[src/rtl/alu_operand_stage_if.sv]
// Bundle between decode/MEM/ALU and the ID/EX operand stage.
// The master drives decode and forwarding inputs; the slave is the stage itself.
interface alu_operand_stage_if;
  logic        dec_valid;
  logic [3:0]  dec_alu_op;
  logic [4:0]  dec_rs_addr;
  logic [4:0]  dec_rt_addr;
  logic [31:0] dec_rs_data;
  logic [31:0] dec_rt_data;
  logic        dec_uses_rs;
  logic        dec_uses_rt;
  logic        dec_use_imm;
  logic [31:0] dec_imm;
  logic        dec_use_shamt;
  logic [4:0]  dec_shamt;
  logic        dec_wr_en;
  logic [4:0]  dec_wr_addr;
  logic        dec_is_load;
  logic [31:0] alu_result;
  logic        mem_wr_en;
  logic [4:0]  mem_wr_addr;
  logic [31:0] mem_wr_data;
  logic        stall;
  logic        flush;
  logic [3:0]  alu_op;
  logic [31:0] alu_op_x;
  logic [31:0] alu_op_y;
  logic        ex_valid;
  logic        ex_wr_en;
  logic [4:0]  ex_wr_addr;
  logic        ex_is_load;
  logic        hazard_stall;

  modport master (
    output dec_valid, dec_alu_op, dec_rs_addr, dec_rt_addr, dec_rs_data, dec_rt_data,
           dec_uses_rs, dec_uses_rt, dec_use_imm, dec_imm, dec_use_shamt, dec_shamt,
           dec_wr_en, dec_wr_addr, dec_is_load, alu_result, mem_wr_en, mem_wr_addr,
           mem_wr_data, stall, flush,
    input  alu_op, alu_op_x, alu_op_y, ex_valid, ex_wr_en, ex_wr_addr, ex_is_load,
           hazard_stall
  );

  modport slave (
    input  dec_valid, dec_alu_op, dec_rs_addr, dec_rt_addr, dec_rs_data, dec_rt_data,
           dec_uses_rs, dec_uses_rt, dec_use_imm, dec_imm, dec_use_shamt, dec_shamt,
           dec_wr_en, dec_wr_addr, dec_is_load, alu_result, mem_wr_en, mem_wr_addr,
           mem_wr_data, stall, flush,
    output alu_op, alu_op_x, alu_op_y, ex_valid, ex_wr_en, ex_wr_addr, ex_is_load,
           hazard_stall
  );
endinterface

[src/rtl/alu_operand_stage.sv]
// ID/EX register feeding the integer ALU: operand forwarding, load-use bubble
// insertion, downstream stall hold and flush squash.
module alu_operand_stage #(
  parameter logic [3:0] NOP_OP = 4'd0
) (
  input logic clk,
  input logic rst,
  alu_operand_stage_if.slave bus
);

  logic        ex_valid_reg, ex_valid_next;
  logic        ex_wr_en_reg, ex_wr_en_next;
  logic [4:0]  ex_wr_addr_reg, ex_wr_addr_next;
  logic        ex_is_load_reg, ex_is_load_next;
  logic [3:0]  alu_op_reg, alu_op_next;
  logic [31:0] op_x_reg, op_x_next;
  logic [31:0] op_y_reg, op_y_next;

  logic [1:0][4:0]  src_addr;
  logic [1:0][31:0] src_rf;
  logic [1:0][31:0] src_fwd;
  logic [1:0]       src_uses;
  logic [1:0]       src_hazard;

  logic        hazard;
  logic        load_bubble;
  logic        ex_alu_wr;

  assign src_addr[0] = bus.dec_rs_addr;
  assign src_addr[1] = bus.dec_rt_addr;
  assign src_rf[0]   = bus.dec_rs_data;
  assign src_rf[1]   = bus.dec_rt_data;
  // rt only matters for the hazard when Y really comes from the register file
  assign src_uses[0] = bus.dec_uses_rs;
  assign src_uses[1] = bus.dec_uses_rt & ~bus.dec_use_imm;

  assign ex_alu_wr   = ex_valid_reg & ex_wr_en_reg & ~ex_is_load_reg;
  assign load_bubble = ex_valid_reg & ex_is_load_reg & ex_wr_en_reg & (ex_wr_addr_reg != 5'd0);

  generate
    for (genvar gi = 0; gi < 2; gi++) begin : g_src
      logic nonzero;
      logic ex_hit;
      logic mem_hit;

      assign nonzero = (src_addr[gi] != 5'd0);
      assign ex_hit  = nonzero & ex_alu_wr & (ex_wr_addr_reg == src_addr[gi]);
      assign mem_hit = nonzero & bus.mem_wr_en & (bus.mem_wr_addr == src_addr[gi]);

      assign src_fwd[gi] = ex_hit  ? bus.alu_result :
                           mem_hit ? bus.mem_wr_data :
                                     src_rf[gi];

      assign src_hazard[gi] = src_uses[gi] & (src_addr[gi] == ex_wr_addr_reg);
    end
  endgenerate

  assign hazard = bus.dec_valid & load_bubble & (|src_hazard);

  always_comb begin
    ex_valid_next   = ex_valid_reg;
    ex_wr_en_next   = ex_wr_en_reg;
    ex_wr_addr_next = ex_wr_addr_reg;
    ex_is_load_next = ex_is_load_reg;
    alu_op_next     = alu_op_reg;
    op_x_next       = op_x_reg;
    op_y_next       = op_y_reg;
    // flush beats stall; a stall with no flush holds everything as-is
    if (bus.flush || (!bus.stall && (hazard || !bus.dec_valid))) begin
      ex_valid_next   = 1'b0;
      ex_wr_en_next   = 1'b0;
      ex_wr_addr_next = 5'd0;
      ex_is_load_next = 1'b0;
      alu_op_next     = NOP_OP;
      op_x_next       = 32'd0;
      op_y_next       = 32'd0;
    end else if (!bus.stall) begin
      ex_valid_next   = 1'b1;
      ex_wr_en_next   = bus.dec_wr_en;
      ex_wr_addr_next = bus.dec_wr_addr;
      ex_is_load_next = bus.dec_is_load;
      alu_op_next     = bus.dec_alu_op;
      op_x_next       = bus.dec_use_shamt ? {27'd0, bus.dec_shamt} : src_fwd[0];
      op_y_next       = bus.dec_use_imm ? bus.dec_imm : src_fwd[1];
    end
  end

  always_ff @(posedge clk or posedge rst) begin
    if (rst) begin
      ex_valid_reg   <= 1'b0;
      ex_wr_en_reg   <= 1'b0;
      ex_wr_addr_reg <= 5'd0;
      ex_is_load_reg <= 1'b0;
      alu_op_reg     <= NOP_OP;
      op_x_reg       <= 32'd0;
      op_y_reg       <= 32'd0;
    end else begin
      ex_valid_reg   <= ex_valid_next;
      ex_wr_en_reg   <= ex_wr_en_next;
      ex_wr_addr_reg <= ex_wr_addr_next;
      ex_is_load_reg <= ex_is_load_next;
      alu_op_reg     <= alu_op_next;
      op_x_reg       <= op_x_next;
      op_y_reg       <= op_y_next;
    end
  end

  assign bus.alu_op       = alu_op_reg;
  assign bus.alu_op_x     = op_x_reg;
  assign bus.alu_op_y     = op_y_reg;
  assign bus.ex_valid     = ex_valid_reg;
  assign bus.ex_wr_en     = ex_wr_en_reg;
  assign bus.ex_wr_addr   = ex_wr_addr_reg;
  assign bus.ex_is_load   = ex_is_load_reg;
  assign bus.hazard_stall = hazard;

endmodule

[src/flat_wrapper.sv]
// flat-port wrapper written by rule: the top's interface ports become plain ports
module alu_operand_stage_flat 
#(
  parameter logic [3:0] NOP_OP = 4'd0
)
  (clk, rst, bus_dec_valid, bus_dec_alu_op, bus_dec_rs_addr, bus_dec_rt_addr, bus_dec_rs_data, bus_dec_rt_data, bus_dec_uses_rs, bus_dec_uses_rt, bus_dec_use_imm, bus_dec_imm, bus_dec_use_shamt, bus_dec_shamt, bus_dec_wr_en, bus_dec_wr_addr, bus_dec_is_load, bus_alu_result, bus_mem_wr_en, bus_mem_wr_addr, bus_mem_wr_data, bus_stall, bus_flush, bus_alu_op, bus_alu_op_x, bus_alu_op_y, bus_ex_valid, bus_ex_wr_en, bus_ex_wr_addr, bus_ex_is_load, bus_hazard_stall);
  alu_operand_stage_if bus_i ();
  input logic clk;
  input logic rst;
  input wire logic [$bits(bus_i.dec_valid)-1:0] bus_dec_valid;
  input wire logic [$bits(bus_i.dec_alu_op)-1:0] bus_dec_alu_op;
  input wire logic [$bits(bus_i.dec_rs_addr)-1:0] bus_dec_rs_addr;
  input wire logic [$bits(bus_i.dec_rt_addr)-1:0] bus_dec_rt_addr;
  input wire logic [$bits(bus_i.dec_rs_data)-1:0] bus_dec_rs_data;
  input wire logic [$bits(bus_i.dec_rt_data)-1:0] bus_dec_rt_data;
  input wire logic [$bits(bus_i.dec_uses_rs)-1:0] bus_dec_uses_rs;
  input wire logic [$bits(bus_i.dec_uses_rt)-1:0] bus_dec_uses_rt;
  input wire logic [$bits(bus_i.dec_use_imm)-1:0] bus_dec_use_imm;
  input wire logic [$bits(bus_i.dec_imm)-1:0] bus_dec_imm;
  input wire logic [$bits(bus_i.dec_use_shamt)-1:0] bus_dec_use_shamt;
  input wire logic [$bits(bus_i.dec_shamt)-1:0] bus_dec_shamt;
  input wire logic [$bits(bus_i.dec_wr_en)-1:0] bus_dec_wr_en;
  input wire logic [$bits(bus_i.dec_wr_addr)-1:0] bus_dec_wr_addr;
  input wire logic [$bits(bus_i.dec_is_load)-1:0] bus_dec_is_load;
  input wire logic [$bits(bus_i.alu_result)-1:0] bus_alu_result;
  input wire logic [$bits(bus_i.mem_wr_en)-1:0] bus_mem_wr_en;
  input wire logic [$bits(bus_i.mem_wr_addr)-1:0] bus_mem_wr_addr;
  input wire logic [$bits(bus_i.mem_wr_data)-1:0] bus_mem_wr_data;
  input wire logic [$bits(bus_i.stall)-1:0] bus_stall;
  input wire logic [$bits(bus_i.flush)-1:0] bus_flush;
  output wire logic [$bits(bus_i.alu_op)-1:0] bus_alu_op;
  output wire logic [$bits(bus_i.alu_op_x)-1:0] bus_alu_op_x;
  output wire logic [$bits(bus_i.alu_op_y)-1:0] bus_alu_op_y;
  output wire logic [$bits(bus_i.ex_valid)-1:0] bus_ex_valid;
  output wire logic [$bits(bus_i.ex_wr_en)-1:0] bus_ex_wr_en;
  output wire logic [$bits(bus_i.ex_wr_addr)-1:0] bus_ex_wr_addr;
  output wire logic [$bits(bus_i.ex_is_load)-1:0] bus_ex_is_load;
  output wire logic [$bits(bus_i.hazard_stall)-1:0] bus_hazard_stall;
  assign bus_i.dec_valid = bus_dec_valid;
  assign bus_i.dec_alu_op = bus_dec_alu_op;
  assign bus_i.dec_rs_addr = bus_dec_rs_addr;
  assign bus_i.dec_rt_addr = bus_dec_rt_addr;
  assign bus_i.dec_rs_data = bus_dec_rs_data;
  assign bus_i.dec_rt_data = bus_dec_rt_data;
  assign bus_i.dec_uses_rs = bus_dec_uses_rs;
  assign bus_i.dec_uses_rt = bus_dec_uses_rt;
  assign bus_i.dec_use_imm = bus_dec_use_imm;
  assign bus_i.dec_imm = bus_dec_imm;
  assign bus_i.dec_use_shamt = bus_dec_use_shamt;
  assign bus_i.dec_shamt = bus_dec_shamt;
  assign bus_i.dec_wr_en = bus_dec_wr_en;
  assign bus_i.dec_wr_addr = bus_dec_wr_addr;
  assign bus_i.dec_is_load = bus_dec_is_load;
  assign bus_i.alu_result = bus_alu_result;
  assign bus_i.mem_wr_en = bus_mem_wr_en;
  assign bus_i.mem_wr_addr = bus_mem_wr_addr;
  assign bus_i.mem_wr_data = bus_mem_wr_data;
  assign bus_i.stall = bus_stall;
  assign bus_i.flush = bus_flush;
  assign bus_alu_op = bus_i.alu_op;
  assign bus_alu_op_x = bus_i.alu_op_x;
  assign bus_alu_op_y = bus_i.alu_op_y;
  assign bus_ex_valid = bus_i.ex_valid;
  assign bus_ex_wr_en = bus_i.ex_wr_en;
  assign bus_ex_wr_addr = bus_i.ex_wr_addr;
  assign bus_ex_is_load = bus_i.ex_is_load;
  assign bus_hazard_stall = bus_i.hazard_stall;
  alu_operand_stage #(.NOP_OP(NOP_OP)) u_core (.clk(clk), .rst(rst), .bus(bus_i));
endmodule
[config.mk]
export PLATFORM = sky130hd
export DESIGN_NAME = alu_operand_stage_flat
export DESIGN_NICKNAME = d
export VERILOG_FILES = /design/src/rtl/alu_operand_stage_if.sv /design/src/rtl/alu_operand_stage.sv /design/src/flat_wrapper.sv
export SDC_FILE = /design/constraint.sdc
export NUM_CORES = 1
export LEC_CHECK = 0
export BUFFER_PORTS_ARGS = -buffer_cell sky130_fd_sc_hd__clkbuf_2
export CAP_MARGIN = 20
export CORE_ASPECT_RATIO = 1.4
export CORE_MARGIN = 3
export CORE_UTILIZATION = 46
export CTS_CLUSTER_DIAMETER = 40
export DETAILED_ROUTE_END_ITERATION = 8
export PLACE_DENSITY = 0.91
export REMOVE_ABC_BUFFERS = 1
export SYNTH_ARGS = -nofsm -noshare
export SYNTH_HDL_FRONTEND = slang
export SYNTH_SLANG_ARGS = --single-unit
[constraint.sdc]
create_clock -name clk -period 2.6 [get_ports clk]
set_input_delay 0.26 -clock clk [delete_from_list [all_inputs] [get_ports clk]]
set_output_delay 0.26 -clock clk [all_outputs]
set_load 0.05 [all_outputs]
* After elaboration in Yosys (flattened, before gate mapping)
Index checks and enable logic that the tools add are counted.
Storage, ports and cells: output and inout port bits 77, input port bits 201, register bits after elaboration 76, logic and storage cells 63
Cells by class: mux-type cells 20, eq/ne operators 7, reduce and logical (&&, ||, !) cells 9, bitwise gates (word level) 20
Operators by type and width (number):
- $mux W32 | 10
- $eq A5 B5 Y1 | 6
- $and A1 B1 Y1 | 18
- $reduce_bool A5 Y1 | 3
- $mux W5 | 2
- $mux W4 | 2
- $mux W1 | 6
- $logic_not A1 Y1 | 2
- $logic_or A1 B1 Y1 | 2
- $ne A2 B1 Y1 const B | 1
- $not A1 Y1 | 2
- $reduce_or A2 Y1 | 1
- $logic_and A1 B1 Y1 | 1

* Longest topological paths before layout
Gate-level depths: netlist of run 1.
word-level depth 9, depth in mapped cells 8, mapped depth without buffers 5

* Least setup slack after synthesis of run 1
OpenSTA, ideal clock, no wires.
path type flip-flop to output port, start point register u_core.ex_wr_addr_reg[0], in the netlist u_core.bus.ex_wr_addr[0], end point output port bus_hazard_stall, stages on the path, launching flop included 5, buffers on the path 0, arrival 2203 ps, slack 137 ps, data required time 2340 ps, cells stage by stage dfrtp_1 -> xnor2_1 -> nand4_1 -> or3_1 -> a21oi_1
Between the ends: cells in the longest elaborated chain, start to end 4, elaborated cells between the ends (all ways) 9, classes of those cells eq/ne (2); bitwise (5); reduce/logical (2)
Ends and longest elaborated chain:
- start: declaration | RTL line alu_operand_stage.sv:13 | logic [4:0] ex_wr_addr_reg, ex_wr_addr_next;
- start signal: assignment | RTL line alu_operand_stage.sv:100 | ex_wr_addr_reg <= ex_wr_addr_next;
- $eq A5 B5 Y1 or $reduce_bool A5 Y1 (tied branches) | RTL line alu_operand_stage.sv:54, alu_operand_stage.sv:38
- $and A1 B1 Y1 (on tied branches) | RTL line alu_operand_stage.sv:54, alu_operand_stage.sv:38
- $reduce_or A2 Y1 or $and A1 B1 Y1 (tied branches) | RTL line alu_operand_stage.sv:58 | assign hazard = bus.dec_valid & load_bubble & (|src_hazard);
- $and A1 B1 Y1 (*) | RTL line alu_operand_stage.sv:58
- end: declaration | RTL line flat_wrapper.sv:38 | output wire logic [$bits(bus_i.hazard_stall)-1:0] bus_hazard_stall;
Every way passes the cells marked *; elsewhere a longest branch is shown, timed or not.

* Worst setup path after layout of run 1
start point register u_core.ex_wr_addr_reg[2], in the netlist u_core.bus.ex_wr_addr[2], end point register u_core.op_x_reg[28], in the netlist u_core.bus.alu_op_x[28]
Between the ends: cells in the longest elaborated chain, start to end 8, elaborated cells between the ends (all ways) 19, classes of those cells eq/ne (4); mux (4); bitwise (6); reduce/logical (5)
Ends and longest elaborated chain:
- $eq A5 B5 Y1, or another cell as far along | RTL line alu_operand_stage.sv:47, alu_operand_stage.sv:54
- $and A1 B1 Y1 (on tied branches) | RTL line alu_operand_stage.sv:54, alu_operand_stage.sv:38
- $reduce_or A2 Y1 or $and A1 B1 Y1 (tied branches) | RTL line alu_operand_stage.sv:58
- $and A1 B1 Y1 | RTL line alu_operand_stage.sv:58
- $logic_or A1 B1 Y1 | RTL line alu_operand_stage.sv:69 | if (bus.flush || (!bus.stall && (hazard || !bus.dec_valid))) begin
- $logic_and A1 B1 Y1 | RTL line alu_operand_stage.sv:69
- $logic_or A1 B1 Y1 | RTL line alu_operand_stage.sv:69
- $ne A2 B1 Y1 (no line) or $mux W32 (tied branches)
- end signal: assignment | RTL line alu_operand_stage.sv:103 | op_x_reg <= op_x_next;
- end: declaration | RTL line alu_operand_stage.sv:16 | logic [31:0] op_x_reg, op_x_next;
Parallel ways exist; a longest one is shown, timed or not. The select of a mux whose other input is x is not followed. A chain may end at the register's enable or synchronous reset.

==> flow_metrics.py, run 1 <==
metrics = {
    "synth": {
        "synth_xor_area_share_pct": 3.36,
        "synth_area_leaders": "dfrtp_1 36%, a32o_1 6.1%, a32oi_1 5.4%",
        "synth_edf_count": 0,
        "synth_flop_cell": "dfrtp_1",
        "synth.distinct_cells": 45,
        "ys_ff_latch": 76,
        "synth-compound-area-share_pct": 35.5,
        "synth.avg_cell_area_um2": 9.12,
        "synthSimpleGateAreaFrac_pct": 16.7,
        "synth_top_family_by_area": "compound AO/OA/AOI/OAI gates",
        "netlist_area_um2": 5220,
        "netlist.area_leader.share_pct": 36.5,
        "synth_top_cell_by_area": "dfrtp_1",
        "muxShareOfSynthArea_pct": 0,
        "ys_warn_count": 0,
        "synth_adder_area_share_pct": 0,
        "syn_inst": 572,
        "seq_area_frac_synth_pct": 36.5,
        "async_flop_share_pct": 100,
    },
    "global_routing": {
        "use_met3_pct": 6.23,
        "grt_use_met1_pct": 32.4,
        "met2_usage_pct": 51.1,
        "grt_pass1_vias": 5922,
        "grt_max_degree": 50,
        "grt_pass1_wl_um": 29300,
        "busiest_layer": "met2",
        "globalRouteTotalUtil_pct": 29.6,
        "overflow": 0,
        "antenna_found_initial": 0,
    },
    "worst_setup_path": {
        "r2r_cells": 6,
        "r2r_end": "u_core.bus.alu_op_x[28]",
        "ff2ff_setup_slack_ns": 0.11,
        "worstSetupStartpoint": "u_core.bus.ex_wr_addr[2]",
        "cp_max_fo": 27,
        "critPathArrivalTime_ns": 2.71,
        "critical_path.cell_chain": "or4_1 > o21ai_2 > nor4_1 > or3_2 > buf_12 > o31ai_1",
        "r2r-start": "u_core.bus.ex_wr_addr[2]",
        "cp_slowest_stage_delay_ns": 0.55,
        "crit_slowest_cell": "or4_1",
        "crit_family": "simple AND/OR/NAND/NOR gates",
        "path_class": "flip-flop to flip-flop",
        "crit_required_ns": 2.82,
        "worst-path-buf-inv": 1,
        "start_kind": "flip-flop",
        "cp-end-kind": "flip-flop",
    },
    "routing": {
        "vias_per_cell": 6.10,
        "first_pass_iters": 5,
        "ant_nets": 0,
        "routed_wl_um": 19400,
        "drc": 0,
        "vias": 5908,
        "drt_iter0_drc": 323,
        "wl_per_cell_um": 20.0,
    },
    "pwr": {
        "p_per_area_nw_per_um2": 465,
        "seq_power_share_pct": 38.1,
        "cellLeakagePower_nw": 3.47,
        "total_power_mw": 3.30,
        "p_int_mw": 2.27,
        "switching_power_mw": 1.03,
        "switching_share_pct": 31.2,
        "pwr-share-comb_pct": 24.1,
        "ir_worst_vdd_mv": 0.360,
        "pwr-share-clk_pct": 37.8,
    },
    "die": {
        "start_util_pct": 47.5,
        "num_io_pins": 278,
        "rows": 45,
        "die-area_um2": 12700,
        "fp.dieH_um": 132,
        "dieWidth_um": 96,
        "core_area_um2": 11000,
    },
    "cells_and_area": {
        "regArea_um2": 1900,
        "multi_input_area_um2": 2940,
        "area_growth_pct": 35.8,
        "fin_nets": 1024,
        "post-route-util_pct": 64.5,
        "drive_gt1_share_pct": 40.6,
        "antenna_cells": 0,
        "n_fill_cell": 922,
    },
    "cts": {
        "tritoncts.num_buffers": 9,
        "cts_tree": "done",
        "hold_buffers": 0,
        "clock_path_buffers": 2,
        "cts_resized": 0,
        "clk_pin_slew_ns": 0.06,
        "clockRootBuffer": "clkbuf_16",
        "cts_setup_buffers": 0,
        "htree_levels": 3,
        "clock_latency_ns": 0.33,
        "clock_sinks": 76,
    },
    "sta": {
        "skew_ns": 0.00866,
        "slew_headroom_pct": 44.2,
        "min_period_over_period_pct": 95.7,
        "fin_crit_ns": 2.49,
        "slew_viol_final": 0,
        "worst_pin_slew_ns": 0.838,
        "final-hold-violation-count": 0,
        "rsz0062_at_grt": "no",
        "clock.fmax_ghz": 0.402,
        "finalSetupViolCount": 0,
    },
    "flow_run": {
        "cap_violations": 0,
    },
    "placement": {
        "hpwlAfterDp_um": 13900,
        "place_congestion": 0.882,
        "io_buffers": 277,
    },
    "run_status": {
        "outcome": "completed",
    },
    "hold_path": {
        "hp-class": "input port to asynchronous set/reset pin",
    },
}
[logic make-up after synthesis]
logic type      Yosys count
buf+inv                 101
compound gates          222
flops                    76
simple gates            153
xor+xnor                 20
[power groups by stage]
stage,clock [mW],combinational [mW],sequential [mW]
global route,1.31,0.845,1.26
floorplan,0,0.269,1.42
finish,1.25,0.796,1.26
CTS,1.26,0.791,1.26
global placement,0,0.778,1.27
detailed placement,0,0.788,1.28
[per-layer routing]
| layer | share of wire (%) | vias to the layer above |
|---|---|---|
| li1 | - | 2641 |
| met1 | 34 | 2771 |
| met2 | 50 | 415 |
| met3 | 10 | 81 |
| met4 | 5.4 | 0 |
| met5 | 0 | - |
[worst reg2reg max path, delay by kind of cell (launching register included)]
| kind | cells | cell delay [ns] |
|---|---|---|
| flip-flops | 1 | 0.46 |
| buffers and inverters | 1 | 0.21 |
| AND/OR/NAND/NOR | 3 | 1.21 |
| AO/OA/AOI/OAI | 2 | 0.50 |
[cell usage after synthesis (all sizes together) (11+ instances only)]
library cell	n
o21ai	33
dfrtp	76
nor2b	28
xor2	11
inv	42
nand3	32
a22o	11
o31ai	32
nand2	34
a21boi	32
a32o	32
a211oi	29
a32oi	32
nand2b	27
buf	12
clkbuf	47
[worst max-delay path by stage]
stage	endpoint	slack [ns]	depth (start not counted)
floorplan	u_core.bus.alu_op_x[15]	-1.31	5
global route	u_core.bus.alu_op_x[16]	0.02	6
CTS	u_core.bus.alu_op_x[28]	0.11	6
finish	u_core.bus.alu_op_x[28]	0.11	6
detailed placement	u_core.bus.alu_op_x[28]	0.11	6
global placement	u_core.bus.alu_op_x[15]	0.16	7
[final cells by class]
type                       instances  share of cell area, %
inverter                          42                   2.24
sequential                        76                   26.8
clock buffer                      10                   3.37
tap                              141                   2.49
multi-input combinational        395                   41.5
clock inverter                     5                  0.742
timing repair buffer             299                   22.8
[cells in the final DEF, fill, tap and decap left out, types with 2 or more instances in the layout]
cell	count
o31ai_4	10
a21boi_0	22
dfrtp_1	76
nand2b_1	27
or4_1	2
nor2b_1	27
nor2_1	2
and4_1	2
buf_12	5
inv_1	41
nand3_1	32
a21oi_1	6
xor2_1	11
a32o_1	32
and3_1	5
a21boi_1	10
xnor2_1	9
a22o_1	11
a31oi_1	5
nand4_1	2
a32oi_1	32
and2_1	6
o21ai_0	32
nand2_1	34
nand3b_1	2
clkinv_2	4
clkbuf_2	277
buf_4	17
a211oi_1	28
o31ai_1	22
clkbuf_16	9
a2bb2oi_1	5
nor4_1	2
[stage by stage]
step	instances	instance area, µm²	hold slack [ns]	setup TNS (ns)	setup slack (ns)
detailed placement	953	6790	0.424	0	0.107
floorplan	513	4960	0.393	-66.65	-1.31
CTS	968	7090	0.0701	0	0.114
finish	968	7090	0.0405	0	0.113
global route	968	7090	0.109	0	0.0157
global placement	953	6790	0.416	0	0.159
(Power assumes the default switching activity.)
==> inputs of run 2 (changes only) <==
CORE_ASPECT_RATIO = 1.25   (was 1.4)
TNS_END_PERCENT = 30   (was default)
==> run 2 against run 1 <==
  * Power grew 5.4%
  * Via count up 0.17%
  * Clock skew decreased by 0.0029 ns
  * Clock-buffer cell count did not move
  * Combinational power about the same
  * The flow now finishes with violations (negative hold slack)
  * Setup slack improved by 0.027 ns
==> flow_metrics.py, run 2 (synthesis results as in run 1) <==
metrics = {
    "run_status": {
        "outcome": "finished with violations",
        "violations": "negative hold slack",
    },
    "cts": {
        "clock_latency_ns": 0.32,
        "htree_levels": 3,
        "clock_sinks": 76,
        "clock_path_buffers": 2,
        "tritoncts.num_buffers": 9,
        "clk_pin_slew_ns": 0.06,
        "cts_resized": 0,
        "cts_setup_buffers": 0,
        "hold_buffers": 0,
        "cts_tree": "done",
        "clockRootBuffer": "clkbuf_16",
    },
    "routing": {
        "wl_met3_um": 1980,
        "drt-met1-wl_um": 6670,
        "top_layer_used": "met5",
        "vias": 5918,
        "ant_nets": 0,
        "drt_iter0_drc": 288,
        "wl_per_cell_um": 19.6,
        "routed_wl_um": 18900,
        "drc": 0,
        "first_pass_iters": 5,
        "vias_per_cell": 6.14,
        "met2_length_um": 9360,
    },
    "worst_setup_path": {
        "crit_slowest_cell": "or4_1",
        "crit_required_ns": 2.82,
        "cp_max_fo": 27,
        "critical_path.cell_chain": "or4_1 > o21ai_2 > nor4_1 > or3_2 > buf_12 > o31ai_1",
        "cp-end-kind": "flip-flop",
        "ff2ff_setup_slack_ns": 0.14,
        "cp_slowest_stage_delay_ns": 0.57,
        "critPathArrivalTime_ns": 2.68,
        "crit_family": "simple AND/OR/NAND/NOR gates",
        "worst-path-buf-inv": 1,
        "path_class": "flip-flop to flip-flop",
        "start_kind": "flip-flop",
    },
    "sta": {
        "fin_tns_setup_ns": 0,
        "finalSetupViolCount": 0,
        "skew_ns": 0.00579,
        "clock.fmax_ghz": 0.406,
        "fin_ws_ns": 0.139,
        "min_period_over_period_pct": 94.6,
        "slew_viol_final": 0,
        "slew_headroom_pct": 55.1,
        "fin_crit_ns": 2.46,
        "whs_ns": -0.00587,
        "worst_pin_slew_ns": 0.674,
        "rsz0062_at_grt": "no",
        "final-hold-violation-count": 6,
    },
    "cells_and_area": {
        "fin_nets": 1029,
        "drive_gt1_share_pct": 41.0,
        "n_fill_cell": 937,
        "mostFrequentLayoutCells": "277 x clkbuf_2, 76 x dfrtp_1, 41 x inv_1",
        "final_common_cell": "clkbuf_2",
        "antenna_cells": 0,
        "post-route-util_pct": 65.9,
        "area_growth_pct": 36.8,
    },
    "flow_run": {
        "cap_violations": 0,
    },
    "die": {
        "die-area_um2": 12700,
        "dieWidth_um": 101,
        "rows": 42,
        "core_area_um2": 10800,
        "fp.dieH_um": 125,
        "num_io_pins": 278,
        "start_util_pct": 48.2,
    },
    "placement": {
        "io_buffers": 277,
        "place_congestion": 0.908,
        "dp_slack_ns": 0.161,
        "hpwlAfterDp_um": 14000,
    },
    "global_routing": {
        "globalRouteTotalUtil_pct": 29.0,
        "grt_max_degree": 40,
        "overflow": 0,
        "antenna_found_initial": 1,
        "grt_pass1_wl_um": 29500,
        "grt_pass1_vias": 5923,
    },
    "pwr": {
        "total_power_mw": 3.48,
        "ir_worst_vdd_mv": 0.307,
        "p_per_area_nw_per_um2": 487,
        "cellLeakagePower_nw": 3.51,
    },
    "hold_path": {
        "hp-class": "input port to asynchronous set/reset pin",
    },
}
==> run 2: changes by cell type in the layout (fill, tap and decap cells not counted) <==
cell,delta
buf_4,+7
clkinv_2,-1
bufinv_16,+2
buf_12,-2
clkinvlp_4,-1
==> run 2: per-layer routing <==
metal,up-vias,track usage (%)
met5,-,0
met4,2,16.0
met3,73,6.69
met2,397,49.3
met1,2796,33.0
li1,2650,-
==> run 2: per-stage QoR <==
stage	area, µm²	instances
finish	7130	964
global placement	6800	949
detailed placement	6800	949
global route	7130	964
CTS	7130	964
floorplan	4960	513
==> run 2: where the power goes <==
part / internal [mW] / switching, mW / total (mW)
clock: 0.955 / 0.472 / 1.43
combinational: 0.287 / 0.506 / 0.793
sequential: 1.23 / 0.0306 / 1.26
==> run 2: worst paths after layout <==
| check | startpoint | endpoint | cells after the start |
|---|---|---|---|
| min in group clk | bus_dec_alu_op[2] | u_core.bus.alu_op[2] | 2 |
| max in group asynchronous | rst | u_core.bus.alu_op_x[14] | 3 |
| setup / recovery | u_core.bus.ex_wr_addr[1] | u_core.bus.alu_op_x[25] | 6 |
| hold / removal | rst | u_core.bus.alu_op[2] | 2 |
| hold reg to reg | u_core.bus.alu_op_x[5] | u_core.bus.alu_op_x[5] | 2 |
| setup reg to reg | u_core.bus.ex_wr_addr[1] | u_core.bus.alu_op_x[25] | 6 |
==> run 2: cell type report <==
cell class                      count  area [µm²]  share of cell area, %
Clock buffer                       10         239                   3.35
Clock inverter                      5         100                   1.40
Sequential cell                    76        1900                   26.7
Tap cell                          132         165                   2.31
Timing Repair Buffer              304        1630                   22.8
Multi-Input combinational cell    395        2940                   41.2
Inverter                           42         159                   2.23
==> run 2: worst register-to-register path: stages (launching register included) <==
cell and delay [ns]:
dfrtp_1 0.44, or4_1 0.57, o21ai_2 0.19, nor4_1 0.11
or3_2 0.54, buf_12 0.21, o31ai_1 0.29
==> inputs of run 3 (changes only) <==
CORE_MARGIN = 5   (was 3)
PLACE_DENSITY = 0.82   (was 0.91)
==> run 3 against run 2 <==
  * Sequential power about the same
  * Core utilization decreased by 2.1 points
  * Clock power decreased by 20%
  * Critical endpoint is now bus_hazard_stall
  * Largest cell class unchanged
  * Setup slack improved by 0.020 ns
  * The run now ends clean
  * Global-route usage decreased by 0.65 points
  * Final cell count unchanged
  * Power decreased by 7.7%
  * Routed wire length increased by 5.9%
  * Register-to-register slack improved by 0.04 ns
  * First-iteration DRC count increased by 36%
  * Largest power group is now sequential cells
==> flow_metrics.py, run 3 (synthesis results as in run 1) <==
metrics = {
    "cts": {
        "clockRootBuffer": "clkbuf_16",
        "cts_tree": "done",
        "cts_resized": 0,
        "hold_buffers": 0,
        "clk_pin_slew_ns": 0.06,
        "clock_latency_ns": 0.33,
        "tritoncts.num_buffers": 9,
        "cts_setup_buffers": 0,
        "htree_levels": 3,
        "clock_sinks": 76,
        "clock_path_buffers": 2,
    },
    "worst_setup_path": {
        "start_kind": "flip-flop",
        "cp-end-kind": "output port",
        "cp_max_fo": 5,
        "ff2ff_setup_slack_ns": 0.18,
        "r2r-start": "u_core.bus.ex_wr_addr[1]",
        "critical_path.cell_chain": "xnor2_1 > nand4_1 > or3_1 > a21oi_1 > clkbuf_2",
        "crit_family": "simple AND/OR/NAND/NOR gates",
        "critPathArrivalTime_ns": 2.18,
        "crit_slowest_cell": "dfrtp_1",
        "r2r_end": "u_core.bus.alu_op_x[12]",
        "crit_required_ns": 2.34,
        "worstSetupStartpoint": "u_core.bus.ex_wr_addr[0]",
        "cp_slowest_stage_delay_ns": 0.45,
        "r2r_cells": 6,
        "cp_num_cells": 5,
        "path_class": "flip-flop to output port",
        "worst-path-buf-inv": 1,
    },
    "global_routing": {
        "overflow": 0,
        "grt_max_degree": 53,
        "grt_pass1_wl_um": 31300,
        "globalRouteTotalUtil_pct": 28.4,
        "grt_pass1_vias": 6285,
        "antenna_found_initial": 0,
    },
    "flow_run": {
        "cap_violations": 0,
    },
    "cells_and_area": {
        "drive_gt1_share_pct": 40.5,
        "final_cells": 964,
        "antenna_cells": 0,
        "post-route-util_pct": 63.8,
        "final_common_cell": "clkbuf_2",
        "area_growth_pct": 35.6,
        "mostFrequentLayoutCells": "277 x clkbuf_2, 76 x dfrtp_1, 41 x inv_1",
        "n_fill_cell": 961,
        "fin_nets": 1026,
        "fin_area_um2": 7070,
    },
    "routing": {
        "drc": 0,
        "ant_nets": 0,
        "first_pass_iters": 5,
        "drt_iter0_drc": 391,
        "vias": 5963,
        "wl_per_cell_um": 20.8,
        "vias_per_cell": 6.19,
        "routed_wl_um": 20000,
    },
    "sta": {
        "fin_tns_setup_ns": 0,
        "skew_ns": 0.00821,
        "clock.fmax_ghz": 0.410,
        "finalSetupViolCount": 0,
        "rsz0062_at_grt": "no",
        "fin_crit_ns": 2.44,
        "slew_viol_final": 0,
        "fin_ws_ns": 0.160,
        "slew_headroom_pct": 48.3,
        "min_period_over_period_pct": 93.9,
        "whs_ns": 0.0196,
        "worst_pin_slew_ns": 0.776,
        "final-hold-violation-count": 0,
    },
    "pwr": {
        "ir_worst_vdd_mv": 0.246,
        "total_power_mw": 3.21,
        "p_per_area_nw_per_um2": 454,
        "cellLeakagePower_nw": 3.47,
    },
    "die": {
        "fp.dieH_um": 129,
        "rows": 43,
        "core_area_um2": 11100,
        "dieWidth_um": 105,
        "start_util_pct": 47.1,
        "die-area_um2": 13600,
        "num_io_pins": 278,
    },
    "placement": {
        "place_congestion": 0.975,
        "io_buffers": 277,
        "hpwlAfterDp_um": 14800,
        "dp.cells": 949,
        "placedInstanceArea_um2": 6800,
        "dp_slack_ns": 0.177,
    },
    "hold_path": {
        "hp-class": "input port to asynchronous set/reset pin",
    },
    "run_status": {
        "outcome": "completed",
    },
}
==> run 3: cell count changes in the layout (fill, tap and decap cells not counted) <==
cell,change
buf_12,+2
buf_4,-5
bufinv_16,-3
clkbuf_1,+2
clkbuf_8,+1
==> run 3: how the worst max path moves through the flow <==
| stage | end | slack [ns] |
|---|---|---|
| floorplan | u_core.bus.alu_op_x[15] | -1.31 |
| global placement | u_core.bus.alu_op_x[25] | 0.28 |
| detailed placement | u_core.bus.alu_op_x[27] | 0.18 |
| CTS | bus_hazard_stall | 0.16 |
| global route | bus_hazard_stall | 0.04 |
| finish | bus_hazard_stall | 0.16 |
==> run 3: final cells by class <==
class                           count  area (µm²)  area share [%]
Multi-Input combinational cell    395        2940            41.6
Sequential cell                    76        1900            26.9
Timing Repair Buffer              301        1630            23.0
Clock buffer                       13         260            3.68
Tap cell                          135         169            2.39
Inverter                           42         159            2.25
Clock inverter                      2        10.0           0.142
==> run 3: report_power, final <==
group          switching, mW  internal (mW)
Combinational          0.513          0.285
Clock                  0.462          0.691
Sequential            0.0318           1.23
Total                   1.01           2.20
==> run 3: routing by layer <==
| layer | GRT usage (%) | share of wire [%] |
|---|---|---|
| met1 | 33.8 | 37 |
| met2 | 49.6 | 50 |
| met3 | 6.18 | 9.4 |
| met4 | 11.7 | 3.4 |
| met5 | 0 | 0 |
==> run 3: worst register-to-register path, delay by kind of cell (launching register included) <==
kind / cells / cell delay, ns
AO/OA/AOI/OAI: 2 / 0.47
AND/OR/NAND/NOR: 3 / 1.21
buffers and inverters: 1 / 0.20
flip-flops: 1 / 0.44
